[config.mk]
export PLATFORM = sky130hd
export DESIGN_NAME = master_port
export DESIGN_NICKNAME = d
export VERILOG_FILES = /design/src/rtl/master_port.sv
export SDC_FILE = /design/constraint.sdc
export NUM_CORES = 1
export LEC_CHECK = 0
export ABC_AREA = 1
export CAP_MARGIN = 0
export CORE_ASPECT_RATIO = 1.2
export CORE_MARGIN = 5
export CORE_UTILIZATION = 46
export CTS_CLUSTER_SIZE = 16
export DETAILED_ROUTE_END_ITERATION = 10
export GPL_ROUTABILITY_DRIVEN = 1
export PLACE_DENSITY_LB_ADDON = 0.3
export SLEW_MARGIN = 20
export SYNTH_ARGS = -nofsm -noshare
export SYNTH_HDL_FRONTEND = slang
export SYNTH_SLANG_ARGS = --single-unit
[constraint.sdc]
create_clock -name clk -period 2 [get_ports clk]
set_clock_uncertainty 0.1 [all_clocks]
set_input_delay 0.5 -clock clk [delete_from_list [all_inputs] [get_ports clk]]
set_output_delay 0.5 -clock clk [all_outputs]
set_load 0.05 [all_outputs]
[src/rtl/master_port.sv]
// master_port: master-side endpoint of the serial system bus.
// It takes one parallel read/write request from a device and arbitrates for the bus.
// It then shifts the address, plus the write data on a write, out LSB first.
// On a read it collects the serial read data, or gives up after TIMEOUT idle cycles.
// Every output is a register or a decode of the current state.
module master_port #(
    parameter int ADDR_WIDTH = 12,
    parameter int DATA_WIDTH = 8,
    parameter int TIMEOUT    = 64
) (
    input  logic                  clk,
    input  logic                  rstn,
    input  logic                  dvalid,
    input  logic                  dmode,
    input  logic [ADDR_WIDTH-1:0] daddr,
    input  logic [DATA_WIDTH-1:0] dwdata,
    output logic                  dready,
    output logic [DATA_WIDTH-1:0] drdata,
    output logic                  ddone,
    output logic                  derr,
    output logic                  breq,
    input  logic                  bgrant,
    output logic                  mwdata,
    input  logic                  mrdata,
    output logic                  mmode,
    output logic                  mvalid,
    input  logic                  svalid,
    input  logic                  sready
);

    localparam int BIT_MAX = (ADDR_WIDTH > DATA_WIDTH) ? ADDR_WIDTH : DATA_WIDTH;
    localparam int CW      = $clog2(BIT_MAX) + 1;
    localparam int TW      = $clog2(TIMEOUT) + 1;

    localparam logic [CW-1:0] ADDR_LAST = CW'(ADDR_WIDTH - 1);
    localparam logic [CW-1:0] DATA_LAST = CW'(DATA_WIDTH - 1);
    localparam logic [TW-1:0] IDLE_LAST = TW'(TIMEOUT - 1);
    localparam logic [CW-1:0] CNT_ONE   = CW'(1);
    localparam logic [TW-1:0] IDLE_ONE  = TW'(1);

    typedef enum logic [2:0] {
        S_IDLE,
        S_REQ,
        S_ADDR,
        S_WDATA,
        S_RWAIT,
        S_DONE
    } state_t;

    state_t                r_state;
    state_t                w_state_next;
    logic [ADDR_WIDTH-1:0] r_addr;      // shifted right once per address bit
    logic [DATA_WIDTH-1:0] r_wdata;     // shifted right once per write-data bit
    logic [DATA_WIDTH-1:0] r_rshift;    // read bits enter at the MSB, LSB first overall
    logic [DATA_WIDTH-1:0] r_drdata;
    logic                  r_mode;
    logic                  r_err;
    logic [CW-1:0]         r_cnt;
    logic [TW-1:0]         r_idle;
    logic                  w_addr_last;
    logic                  w_data_last;
    logic                  w_idle_last;
    logic [DATA_WIDTH-1:0] w_rword;

    assign w_addr_last = (r_cnt == ADDR_LAST);
    assign w_data_last = (r_cnt == DATA_LAST);
    assign w_idle_last = (r_idle == IDLE_LAST);
    assign w_rword     = {mrdata, r_rshift[DATA_WIDTH-1:1]};
    assign drdata      = r_drdata;

    // State register with synchronous reset.
    // NOTE: sequential state uses <= so every flop samples pre-edge values.
    always_ff @(posedge clk) begin
        if (!rstn) begin
            r_state <= S_IDLE;
        end else begin
            r_state <= w_state_next;
        end
    end

    // Next-state logic and the state-decoded bus/device outputs.
    always_comb begin
        // NOTE: every output gets a default first so no path can infer a latch.
        w_state_next = r_state;
        dready       = 1'b0;
        breq         = 1'b0;
        mvalid       = 1'b0;
        mmode        = 1'b0;
        mwdata       = 1'b0;
        ddone        = 1'b0;
        derr         = 1'b0;
        case (r_state)
            S_IDLE: begin
                dready = 1'b1;
                if (dvalid) w_state_next = S_REQ;
            end
            S_REQ: begin
                breq = 1'b1;
                if (bgrant && sready) w_state_next = S_ADDR;
            end
            S_ADDR: begin
                breq   = 1'b1;
                mvalid = 1'b1;
                mmode  = r_mode;
                mwdata = r_addr[0];
                if (w_addr_last) w_state_next = r_mode ? S_WDATA : S_RWAIT;
            end
            S_WDATA: begin
                breq   = 1'b1;
                mvalid = 1'b1;
                mmode  = r_mode;
                mwdata = r_wdata[0];
                if (w_data_last) w_state_next = S_DONE;
            end
            S_RWAIT: begin
                breq = 1'b1;
                if (svalid) begin
                    if (w_data_last) w_state_next = S_DONE;
                end else if (w_idle_last) begin
                    w_state_next = S_DONE;
                end
            end
            S_DONE: begin
                ddone        = 1'b1;
                derr         = r_err;
                w_state_next = S_IDLE;
            end
            default: w_state_next = S_IDLE;
        endcase
    end

    // Datapath: request capture, serial shifting, read assembly and the idle timer.
    always_ff @(posedge clk) begin
        // NOTE: the datapath is reset as well, so drdata reads 0 right after reset.
        if (!rstn) begin
            r_addr   <= '0;
            r_wdata  <= '0;
            r_rshift <= '0;
            r_drdata <= '0;
            r_mode   <= 1'b0;
            r_err    <= 1'b0;
            r_cnt    <= '0;
            r_idle   <= '0;
        end else begin
            case (r_state)
                S_IDLE: begin
                    r_cnt  <= '0;
                    r_idle <= '0;
                    if (dvalid) begin
                        r_addr  <= daddr;
                        r_wdata <= dwdata;
                        r_mode  <= dmode;
                        r_err   <= 1'b0;
                    end
                end
                S_ADDR: begin
                    r_addr <= r_addr >> 1;
                    r_cnt  <= w_addr_last ? '0 : r_cnt + CNT_ONE;
                end
                S_WDATA: begin
                    r_wdata <= r_wdata >> 1;
                    r_cnt   <= r_cnt + CNT_ONE;
                end
                S_RWAIT: begin
                    if (svalid) begin
                        r_rshift <= w_rword;
                        r_cnt    <= r_cnt + CNT_ONE;
                        r_idle   <= '0;
                        if (w_data_last) r_drdata <= w_rword;
                    end else begin
                        r_idle <= r_idle + IDLE_ONE;
                        if (w_idle_last) begin
                            r_drdata <= '0;
                            r_err    <= 1'b1;
                        end
                    end
                end
                default: begin
                    r_cnt  <= '0;
                    r_idle <= '0;
                end
            endcase
        end
    end

endmodule

Word level (Yosys, flattened, before mapping)
Cells that the tools add are included.

Register bits: 53. Latch bits: 0. RAM bits: 0. ROM bits: 0. Input bits: 28. Logic and storage cells: 73. Memories kept: 0.

Add/subtract/negate cells: 2. Multiply operators: 0. Divide/modulo/power cells: 0. Order comparisons: 0. Equality and inequality tests: 16. Shift operators: 0. Muxes and demuxes: 31. Bitwise logic cells: 0. Reductions and logical operators: 15.

Operators by type and width (number): 8-bit 2-to-1 mux (4); 12-bit case mux with 2 select lines (1); 3-bit 2-to-1 mux (7); 8-bit case mux with 2 select lines (1); 3-bit case mux with 5 select lines (1); 5-bit case mux with 3 select lines (1); 7-bit case mux with 2 select lines (1); 12-bit 2-to-1 mux (1); 2-bit inequality test, second input constant (6); 5-bit 2-to-1 mux (2); 1-bit 2-to-1 mux (9); 2-bit AND reduction (4); 4-bit AND reduction (2); 2-bit nonzero test (4); 7-bit by 1-bit adder with 7-bit output, second input constant (1); 7-bit by 6-bit == test with 1-bit output, second input constant (1); 7-bit 2-to-1 mux (1); 3-bit by 2-bit == test with 1-bit output, second input constant (2); 3-bit == test, second input constant (2); 5-bit by 1-bit adder with 5-bit output, second input constant (1); 5-bit by 3-bit == test with 1-bit output, second input constant (1); 5-bit by 4-bit == test with 1-bit output, second input constant (1); 1-bit case mux with 2 select lines (2); 4-bit OR reduction (1); 7 further kinds (7).

Depth between registers and ports, before layout
Depth after elaboration: 4. Gate-level depth with buffers: 9. Depth with buffers taken out: 9.

Least setup slack after synthesis
No wires, ideal clock.

Kind: register to output. From: register r_state[0]. To: output port derr. Data arrival time: 2.075 ns. Required time: 1.400 ns. Slack: -0.675 ns. Stages on the path, launching flop included: 3. Path through: dfxtp_1 -> inv_1 -> nor4_1.

Word-level cells in the longest chain between the ends: 2.

RTL lines: start, declared (RTL line 50) `state_t r_state;`; start signal, assigned (RTL line 77) `r_state <= w_state_next;`; 3-bit == test (RTL line 92) `case (r_state)`; 1-bit 2-to-1 mux (RTL line 92); end, declared (RTL line 20) `output logic derr,`.

No other way between the ends.

Worst setup path after layout
Same ends and word-level chain as after synthesis.

==> metrics.txt <==
Net count, final=412; sequential-to-total area share from yosys stat=0.433; Antenna Nets Post-Route=0; Finished Layout Cells=443; vias per inst=5.37; detailed placement HPWL=4150 um; Starting Density=0.480; critical path cell sequence=inv_1, nor4_2, buf_12; syn_nets=359; postcts setup bufs=0; Layout area overhead=31.4%; Die Footprint=0.00678 sq mm; crit path from=r_state[0]; final core utilization=0.630; ANT cells=0; Num CTS Buffers=5; GP Congestion=0.829; hold wc startpoint=drdata[0]; Worst Path Arrival=1.34 ns; First-pass DRT Iterations=4; # hold bufs at CTS=0; synth warn=0; die width=76.0 um; post-synthesis cell count=329; Setup CP Type=reg -> out; Core Box Area=0.00501 sq mm; Leak=1.24 nW; Max Buffers Root-to-Sink=2; number of global-route vias before repair=2168; CTS Root Cell=clkbuf_8; GRT overflow=0; power per cell area=1180 mW/mm^2; worst slack, placed=0.114 ns; Iteration-0 DRC Markers=150; ys async rst share=0; share of cells above drive strength 1=0.159; Unique masters post-synth=35; Final setup viols=0; synthesized area=0.00240 sq mm; vias post-DR=2381; Min-Delay Path Class=reg -> reg; CTS tree=done; Post-synth EDFFs=0; cell taking the most area after synthesis=dfxtp_1; final worst path period share=0.968; syn avg cell area=7.31 sq um; CTS clk-pin slew, worst paths=0.09 ns; fin crit period=1.94 ns; site row count=28; num ports=43; WP data required=1.40 ns; Achievable Freq=516 MHz; status=completed; element type at the critical path end=output port; placed cells=435; Remaining DRCs=0; Worst-Margin Slew=0.364 ns; CTS sink cnt=52; # Max-Cap Violations=0; Routed WL=5580 um; first-pass GRT wire length=9600 um; max_slew headroom=0.755; initial antenna violation count=0; DR WL/cell=12.6 um; Port Buffers=42; Yosys top cell area share=0.433; GRT Total Usage=0.170; Pins Over Slew Limit=0; H-tree depth=2; worst flop-to-flop path startpoint=r_cnt[0]; endpoints failing hold=0; Worst Path Max Fanout=4; clk_lat worst skew=0.31 ns; CP max-delay cell=nor4_2; CP Launch Type=flop; Max VDD drop=1.10 mV; most common flop cell mapped by yosys=dfxtp_1; Fin Hold WS=0.365 ns; Synth area leaders=dfxtp_1 (43%), nand2_1 (12%), nand3_1 (9.2%); CP max stage delay=0.39 ns; largest net degree at the start of global routing=18; PnR worst setup slack=0.0635 ns; Die Y=89.2 um; Design Power=0.00372 W; RSZ-0062 raised after global routing=true; Seq cells post-synth=52
[where the power goes]
part | total (W) | switching (W) | internal, W
Combinational | 0.00170 | 0.00102 | 0.000686
Sequential | 0.00130 | 0.000106 | 0.00119
Clock | 0.000716 | 0.000345 | 0.000370
Total | 0.00372 | 0.00147 | 0.00225
[cells by family (layout without fill, tap and decap cells)]
group / after synthesis / count (layout) / share of synthesized area
adder cells (fa/ha/maj): 2 / 2 / 0.0104
multiplexers: 1 / 1 / 0.00416
AO/OA/AOI/OAI: 55 / 55 / 0.132
XOR/XNOR: 4 / 4 / 0.0146
buffers and inverters: 37 / 91 / 0.0672
AND/OR/NAND/NOR: 178 / 178 / 0.339
flip-flops: 52 / 52 / 0.433
[layer usage]
layer	track usage	routed length, um
met1	0.213	2570
met2	0.280	2620
met3	0.0444	309
met4	0.0712	78
met5	0	0
[through the flow]
stage / setup TNS (ns) / instance area (sq um)
CTS: 0 / 3150
global placement: 0 / 3040
detailed placement: 0 / 3040
global route: -0.0296 / 3160
floorplan: -0.115 / 2420
finish: 0 / 3160
[cell usage after synthesis, drive strengths merged, types with 2 or more instances]
master and n:
a21oi 28, a31oi 15, buf 7, clkbuf 7, dfxtp 52, ha 2, inv 22, nand2 78
nand3 47, nand4 14, nor2 31, nor3 4, o21ai 5, xor2 3
[final cells by class]
| type | count | area [sq um] |
|---|---|---|
| clock buffer | 5 | 68.8 |
| clock inverter | 3 | 42.5 |
| fill | 460 | 1850 |
| inverter | 23 | 91.3 |
| multi-input combinational | 240 | 1220 |
| sequential | 52 | 1040 |
| tap | 60 | 75.1 |
| timing repair buffer | 60 | 618 |
[path summary, 6_finish.rpt]
path / endpoint / slack [ns] / depth (start not counted)
max: derr / 0.06 / 3
min: drdata[0] / 0.36 / 2
max reg2reg: drdata[5] / 0.33 / 8
min reg2reg: drdata[0] / 0.36 / 2
[state kept, by name (all words and copies together), names as in the netlist]
register  flops
r_err         1
r_mode        1
r_idle        7
r_rshift      7
r_state       3
r_wdata       8
drdata        8
r_addr       12
r_cnt         5
[repair_timing]
item | in CTS | in global routing
endpoints found under the setup margin | 3 | 5
gates resized for setup | 1 | 4
gates cloned | 0 | 0
[placed cells by master, fill, tap and decap left out, types with 4 or more instances in the layout]
cell type,netlist,routed
nand2_1,76,76
dfxtp_1,52,51
nand3_1,44,43
nor2_1,29,29
a21oi_1,28,28
clkdlybuf4s50_1,0,27
buf_4,3,25
a31oi_1,15,15
inv_1,15,14
nand4_1,14,14
buf_12,0,8
inv_2,7,6
clkbuf_8,0,5
nand3_2,3,4
o21ai_0,4,4
[critical path, delay by kind of cell, from the launching register on]
family	cells	cell delay [ns]
buf+inv	2	0.29
flops	1	0.35
simple gates	1	0.39
Power figures use the tool's default switching activity.
